### src/rtl/core_wb_arbiter.sv
// Register-file write-back arbiter: tracks up to two outstanding loads, gives load
// returns priority over ALU results, and exposes stall/bypass. Optional bypass: CORE_WB_BYPASS_EN.
module core_wb_arbiter (
   input  logic        clk,
   input  logic        rst,
   input  logic        alu_wb,
   input  logic [3:0]  alu_rd,
   input  logic [31:0] alu_value,
   input  logic        ld_issue,
   input  logic [3:0]  ld_rd,
   input  logic        mem_ready,
   input  logic [31:0] mem_data,
   input  logic [3:0]  chk_ra,
   input  logic [3:0]  chk_rb,
   output logic        wr_en,
   output logic [3:0]  wr_rd,
   output logic [31:0] wr_value,
   output logic        stall,
   output logic        ld_pc,
   output logic        byp_a,
   output logic        byp_b,
   output logic [31:0] byp_value
);

   logic [1:0][3:0] fifo_q, fifo_d;
   logic [1:0]      cnt_q, cnt_d;
   logic [15:0]     sb_q, sb_d;
   logic            skid_v_q, skid_v_d;
   logic [3:0]      skid_rd_q, skid_rd_d;
   logic [31:0]     skid_value_q, skid_value_d;
   logic            wr_en_q, wr_en_d;
   logic [3:0]      wr_rd_q, wr_rd_d;
   logic [31:0]     wr_value_q, wr_value_d;
   logic            ld_pc_q, ld_pc_d;

   logic            fifo_full;
   logic            pop;
   logic            push;
   logic [1:0]      slot;
   logic [3:0]      head;

   assign fifo_full = (cnt_q == 2'd2);
   assign head      = fifo_q[0];
   // A return with nothing outstanding is ignored entirely.
   assign pop       = mem_ready && (cnt_q != 2'd0);
   assign push      = ld_issue && (!fifo_full || pop);
   assign slot      = cnt_q - {1'b0, pop};

   // NOTE: every next-state signal gets a default first so no path can infer a latch.
   always_comb begin
      fifo_d       = fifo_q;
      cnt_d        = cnt_q + {1'b0, push} - {1'b0, pop};
      sb_d         = sb_q;
      skid_v_d     = skid_v_q;
      skid_rd_d    = skid_rd_q;
      skid_value_d = skid_value_q;
      wr_en_d      = 1'b0;
      wr_rd_d      = wr_rd_q;
      wr_value_d   = wr_value_q;
      ld_pc_d      = 1'b0;

      // Pop before push so a same-cycle pop/push of one register leaves its bit set.
      if (pop) begin
         fifo_d[0]  = fifo_q[1];
         sb_d[head] = 1'b0;
      end
      if (push) begin
         fifo_d[slot[0]] = ld_rd;
         sb_d[ld_rd]     = 1'b1;
      end

      if (pop) begin
         wr_en_d    = 1'b1;
         wr_rd_d    = head;
         wr_value_d = mem_data;
         ld_pc_d    = (head == 4'd15);
         if (alu_wb && !skid_v_q) begin
            skid_v_d     = 1'b1;
            skid_rd_d    = alu_rd;
            skid_value_d = alu_value;
         end
      end else if (skid_v_q) begin
         wr_en_d    = 1'b1;
         wr_rd_d    = skid_rd_q;
         wr_value_d = skid_value_q;
         skid_v_d   = 1'b0;
      end else if (alu_wb) begin
         wr_en_d    = 1'b1;
         wr_rd_d    = alu_rd;
         wr_value_d = alu_value;
      end
   end

   // NOTE: state uses non-blocking assignments so every flop samples pre-edge values.
   always_ff @(posedge clk or posedge rst) begin
      if (rst) begin
         fifo_q       <= '0;
         cnt_q        <= '0;
         sb_q         <= '0;
         skid_v_q     <= 1'b0;
         skid_rd_q    <= '0;
         skid_value_q <= '0;
         wr_en_q      <= 1'b0;
         wr_rd_q      <= '0;
         wr_value_q   <= '0;
         ld_pc_q      <= 1'b0;
      end else begin
         fifo_q       <= fifo_d;
         cnt_q        <= cnt_d;
         sb_q         <= sb_d;
         skid_v_q     <= skid_v_d;
         skid_rd_q    <= skid_rd_d;
         skid_value_q <= skid_value_d;
         wr_en_q      <= wr_en_d;
         wr_rd_q      <= wr_rd_d;
         wr_value_q   <= wr_value_d;
         ld_pc_q      <= ld_pc_d;
      end
   end

   assign wr_en    = wr_en_q;
   assign wr_rd    = wr_rd_q;
   assign wr_value = wr_value_q;
   assign ld_pc    = ld_pc_q;

   assign stall = skid_v_q || sb_q[chk_ra] || sb_q[chk_rb] || sb_q[ld_rd] ||
                  (ld_issue && fifo_full && !mem_ready);

`ifdef CORE_WB_BYPASS_EN
   assign byp_a     = wr_en_q && (wr_rd_q == chk_ra);
   assign byp_b     = wr_en_q && (wr_rd_q == chk_rb);
   assign byp_value = wr_value_q;
`else
   assign byp_a     = 1'b0;
   assign byp_b     = 1'b0;
   assign byp_value = '0;
`endif

endmodule

### config.mk
export PLATFORM = sky130hd
export DESIGN_NAME = core_wb_arbiter
export DESIGN_NICKNAME = d
export VERILOG_FILES = /design/src/rtl/core_wb_arbiter.sv
export SDC_FILE = /design/constraint.sdc
export NUM_CORES = 1
export LEC_CHECK = 0
export CAP_MARGIN = 10
export CORE_ASPECT_RATIO = 1.25
export CORE_UTILIZATION = 50
export CTS_CLUSTER_DIAMETER = 150
export DETAILED_ROUTE_END_ITERATION = 8
export GPL_TIMING_DRIVEN = 0
export PLACE_DENSITY = 0.82
export SYNTH_ARGS = -nofsm -noshare
export SYNTH_HDL_FRONTEND = slang
export SYNTH_SLANG_ARGS = --single-unit
### constraint.sdc
create_clock -name clk -period 5.2 [get_ports clk]
set_input_delay 0.52 -clock clk [delete_from_list [all_inputs] [get_ports clk]]
set_output_delay 0.52 -clock clk [all_outputs]
set_load 0.02 [all_outputs]
## Word-level counts from Yosys, hierarchy flattened

Index checks and enable logic that the tools add are counted.

- Reduce and logical (&&, ||, !) cells: 19
- Magnitude comparators: 8
- Multiplexer cells: 29
- Equal/unequal tests: 3
- Bitwise operators: 3
- $add $sub $neg: 3

Operators with widths:

| operator | count |
|---|---|
| $mux W32 | 3 |
| $mux W16 | 2 |
| $mux W4 | 6 |
| $lt A4 B5 Y1 const B | 4 |
| $and A16 B16 Y16 | 1 |
| $not A16 Y16 | 1 |
| $or A16 B16 Y16 | 1 |
| $bmux W1 S4 | 3 |
| $mux W1 | 11 |
| $bwmux W8 | 1 |
| $demux W1 S4 | 2 |
| $ge A4 B1 Y1 const B | 2 |
| $logic_and A1 B1 Y1 | 8 |
| $logic_or A1 B1 Y1 | 5 |
| $demux W4 S1 | 1 |
| $eq A4 B4 Y1 const B | 1 |
| $logic_not A1 Y1 | 3 |
| $reduce_bool A3 Y1 | 1 |
| $add A2 B1 Y2 | 1 |
| $eq A2 B2 Y1 const B | 1 |
| $lt A1 B2 Y1 const B | 1 |
| $ne A2 B1 Y1 const B | 1 |
| $reduce_and A2 Y1 | 1 |
| $reduce_bool A2 Y1 | 1 |
| other kinds (3) | 3 |

- Word-level logic and storage cells: 76
- Input bits: 85
- Output and inout bits: 73
- Register bits: 101

## Logic depth before layout (Yosys ltp)

- Depth in word-level cells: 9
- Mapped depth: 9
- Gate-level depth less buffers: 7

## Worst setup path before layout

No wires, ideal clock.

- Path kind: input port to output port
- From: input chk_ra[1]
- To: output stall
- Slack: 2565 ps
- Required time: 4680 ps
- Stages: 5
- Arrival time: 2115 ps
- Buffers on the path: 1
- Cells stage by stage: clkbuf_1 -> mux4_2 -> o21ai_0 -> a311oi_1 -> or4_1

- Word-level cells in the longest chain between the ends: 6

RTL lines:

| element | RTL line | RTL |
|---|---|---|
| start, declared | 13 | `input logic [3:0] chk_ra,` |
| $bmux W1 S4 | 126 | `assign stall = skid_v_q \|\| sb_q[chk_ra] \|\| sb_q[chk_rb] \|\| sb_q[ld_rd] \|\|` |
| $mux W1 (not written as such) | 126 |  |
| $logic_or A1 B1 Y1 (4 in a row) | 126 |  |
| end, declared | 18 | `output logic stall,` |

No other way between the ends. The select of a mux whose other input is x is not followed.

## Final worst setup path

- From: input ld_rd[0]
- To: output stall

- Word-level cells in the longest chain between the ends: 4

RTL lines:

| element | RTL line | RTL |
|---|---|---|
| start, declared | 10 | `input logic [3:0] ld_rd,` |
| $bmux W1 S4 | 126 |  |
| $mux W1 (not written as such) | 126 |  |
| $logic_or A1 B1 Y1 (2 in a row) | 126 |  |

No other way between the ends. The select of a mux whose other input is x is not followed.

==> out/metrics.sh <==
FRACTION_OF_LAYOUT_INSTANCES_USING_A_DRIVE_STRENGTH_ABOVE_1_PCT=15.98
FRACTION_OF_POWER_SPENT_SWITCHING_NETS_PCT=36.24
SYN_INST=506
SYNTH_LARGEST_TYPE_AREA_FRACTION_PCT=48.60
POSTSYNTHREGISTERBITS=101
ROWS=41
START_UTIL_PCT=51.45
INSERTION_DELAY_NS=0.35
CRIT_FANOUT=10
INTERNAL_POWER_W=0.002247
LAYOUT.AREA.SEQ_MM2=0.002527
POWER.SWITCHING_W=0.001277
GRT_ANTENNA_BEFORE_REPAIR=0
DRT_WL_TOTAL_MM=13.48
ROUTE.DETAILED.VIAS_PER_INST=5.467
CTS_ROOT_BUF='clkbuf_16'
DRT_ITER0_MARKERS=221
TOP_FF_CELL_SYNTH='dfrtp_1'
NUM-FILL-CELLS=748
GRT_OVERFLOW=0
FIN_SETUP_TNS_NS=0
CTS_TREE='done'
MOST-COMMON-LAYOUT-CELLS='clkdlybuf4s50_1 (120), dfrtp_1 (101), o21ai_0 (71)'
POWER-PER-CELL-AREA_mW_PER_MM2=502.6
WIRE_LENGTH_OF_THE_FIRST_GLOBAL_ROUTING_PASS_MM=21.45
CTS_HOLD_REPAIR.BUFFERS=0
TOTAL_DIE_AREA_MM2=0.01081
ANTENNA_VIOLATING_NETS_POST_ROUTE=0
CTS.HTREE.LEVELS=3
FINAL_CELL_COUNT_NO_FILL=805
YS_ASYNC_SR_FRACTION_PCT=100.0
SHARE_CLK_OF_TOTAL_POWER_PCT=18.9
REMAINING_DRC_ERRORS=0
TIMING.CLOCK.SKEW_NS=0.004506
SYNTHDISTINCTLIBCELLS=31
TIMING.CRITICAL_PATH.ARRIVAL_NS=3.26
TIMING.CRITICAL_PATH.TO_TYPE='primary output'
TIMING.CRITICAL_PATH.REQUIRED_NS=4.68
POWER_LEAKAGE_nW=3.111
NETS=758
PWR-SHARE-SEQ_PCT=40.4
MAX_CLOCK_FREQ_MHz=264.4
TIMING.HOLD.WS_NS=0.5118
MULTIINPUTGATEAREA_MM2=0.002405
HOLDCRITPATHCLASS='flip-flop to flip-flop'
FP.COREAREA_MM2=0.01011
COMBINATIONALPOWERSHARE_PCT=40.7
GP_CONGESTION=0.8652
NUMBER_OF_ITERATIONS_IN_THE_FIRST_DETAILED_ROUTING_PASS=6
CTS.REPORTEDPATHS.CLKPINSLEW_NS=0.06
DETAILED_PLACE_HPWL_MM=9.800
PLACED_CELLS_INCL_TAPS=789
MAPPEDNETLISTAREA_MM2=0.005200
LAYOUT_MIN_CYCLE_TIME_NS=3.782
DIEHEIGHT_UM=116.0
FLOW.AREA_GROWTH_FROM_SYNTHESIS_PCT=34.82
RELSLEWSLACK_PCT=54.09
SYNTH_AREA_LEADER_CELL='dfrtp_1'
FIRST_GLOBAL_VIAS=4421
SETUP_VIOL=0
SYNTH_SEQUENTIAL_AREA_RATIO_PCT=48.60
POSTCTSRESIZEDCELLS=0
WORST_SETUP_PATH_START_KIND='primary input'
CTS_MAX_PATH_BUFFERS=2
MAX_SLEW_VIO_COUNT=0
STATUS='completed'
WORST_SLEW_PIN_SLEW_NS=0.6841
CTS_INSERTED_BUFFERS=9
CTS.REPAIR_TIMING.SETUP_BUFFER_COUNT=0
ANTENNA_CELLS_INSERTED=0
FINAL.PERIOD_UTILIZATION_PCT=72.73
HOLD_VIOL_FINAL=0
ALL_LAYER_GR_USAGE_PCT=25.89
IOPINCOUNT=158
MAX-VDD-IR-DROP_uV=283.0
CLK_SINK_COUNT=101
RSZ0062_AT_GRT='no'
TIMING.HOLD.WORST_PATH_DEPTH=1
ROUTE.VIAS.TOTAL=4401
DIE_W_UM=93.22
GRT_START_MAX_NET_PINS=53
PLACEMENT.IO_BUFFERS=120
DETAIL_ROUTE.WL_PER_CELL_UM=16.75
MAX_CAP_VIOLATIONS=0
SYNTH_AREA_PER_CELL_UM2=10.28
SYNTH-WARNING-COUNT=0
POST_SYNTH_MAIN_AREA_CONTRIBUTORS='dfrtp_1 (49%), mux2_2 (8.7%), mux2i_1 (8.5%)'
LAYOUT_COMMONEST_CELL='clkdlybuf4s50_1'
SYNTH-EDFF-COUNT=0
TIMING.REG2REG.WORST_PATH_DEPTH=9
CP_CLASS='primary input to primary output'
## layout make-up
| class | instances | share of cell area [%] |
|---|---|---|
| plain buffers | 63 | 5.372 |
| clock buffers | 12 | 3.516 |
| clock inverters | 4 | 0.6782 |
| flip-flops and latches | 101 | 36.05 |
| well taps | 129 | 2.302 |
| multi-input cells | 371 | 34.30 |
| inverters | 4 | 0.2499 |
| repair buffers | 121 | 17.53 |
## worst max-delay path: stages
cell             delay, ns
clkdlybuf4s50_1       0.56
buf_2                 0.29
mux2i_1               0.25
nor3_1                0.07
a2111oi_0             0.45
nand3_1               0.12
or4_1                 0.47
clkdlybuf4s50_1       0.54
## per-stage QoR
stage / cell area (um^2) / utilization [%] / worst slack [ns] / power [W]
after floorplan: 5324 / - / 2.033 / 0.002253
after CTS: 7010 / 69.37 / 1.439 / 0.003530
after global routing: 7010 / 69.37 / 1.244 / 0.003730
final: 7010 / 69.37 / 1.418 / 0.003524
after global placement: 6686 / 66.16 / 0.6520 / 0.002768
after detailed placement: 6716 / 66.46 / 1.439 / 0.002850
## power groups by stage
stage                     clock network [W]  registers [W]  logic, W
after floorplan                           0        0.00150  0.000750
after global placement                    0        0.00140   0.00137
after detailed placement                  0        0.00142   0.00143
after CTS                          0.000674        0.00142   0.00144
after global routing               0.000708        0.00146   0.00156
final                              0.000667        0.00142   0.00143
## sequential cells by signal, indices dropped and copies added, names as in the netlist, 2 cells and up
register / cells
sb_q: 16
wr_value: 32
skid_value_q: 32
head: 4
wr_rd: 4
cnt_q: 2
skid_rd_q: 4
fifo_q: 4
## Yosys cell counts, types with 2 or more instances
cell type / count
nand3b_1: 3
a311oi_1: 2
a21oi_1: 36
mux2_2: 40
nand2_1: 53
mux4_1: 4
o21ai_0: 71
dfrtp_1: 101
nor3b_1: 2
ha_1: 2
nor2_1: 48
clkbuf_1: 16
inv_1: 4
or2_2: 3
or3_1: 2
a31oi_1: 5
buf_2: 10
nand2b_1: 5
nand3_1: 4
mux4_2: 5
mux2i_1: 44
xnor2_1: 2
buf_4: 34
buf_1: 3
## final timing paths
check / startpoint / end / slack [ns]
worst max-delay path: ld_rd[0] / stall / 1.42
worst min-delay path: skid_value_q[21] / skid_value_q[21] / 0.51
worst max register to register: cnt_q[0] / cnt_q[1] / 2.37
worst min register to register: skid_value_q[21] / skid_value_q[21] / 0.51
max in group asynchronous: rst / wr_en / 3.92
min in group asynchronous: rst / wr_value[20] / 0.62
## routing by layer
metal | GRT usage [%] | up-vias | share of wire [%]
met5 | 0 | - | 0
met2 | 45.44 | 189 | 52
met1 | 29.74 | 2137 | 38
li1 | - | 2039 | -
met3 | 6.430 | 36 | 7.1
met4 | 12.00 | 0 | 2.5
## kinds of logic after synthesis
| group | synth area share (%) |
|---|---|
| fa+ha+maj | 0.4812 |
| buf+inv | 7.531 |
| compound gates | 11.81 |
| other cells | 0.07212 |
| flops | 48.60 |
| mux | 21.32 |
| simple gates | 9.841 |
| xor+xnor | 0.3369 |
No activity file was read; power rests on OpenSTA's default activity.
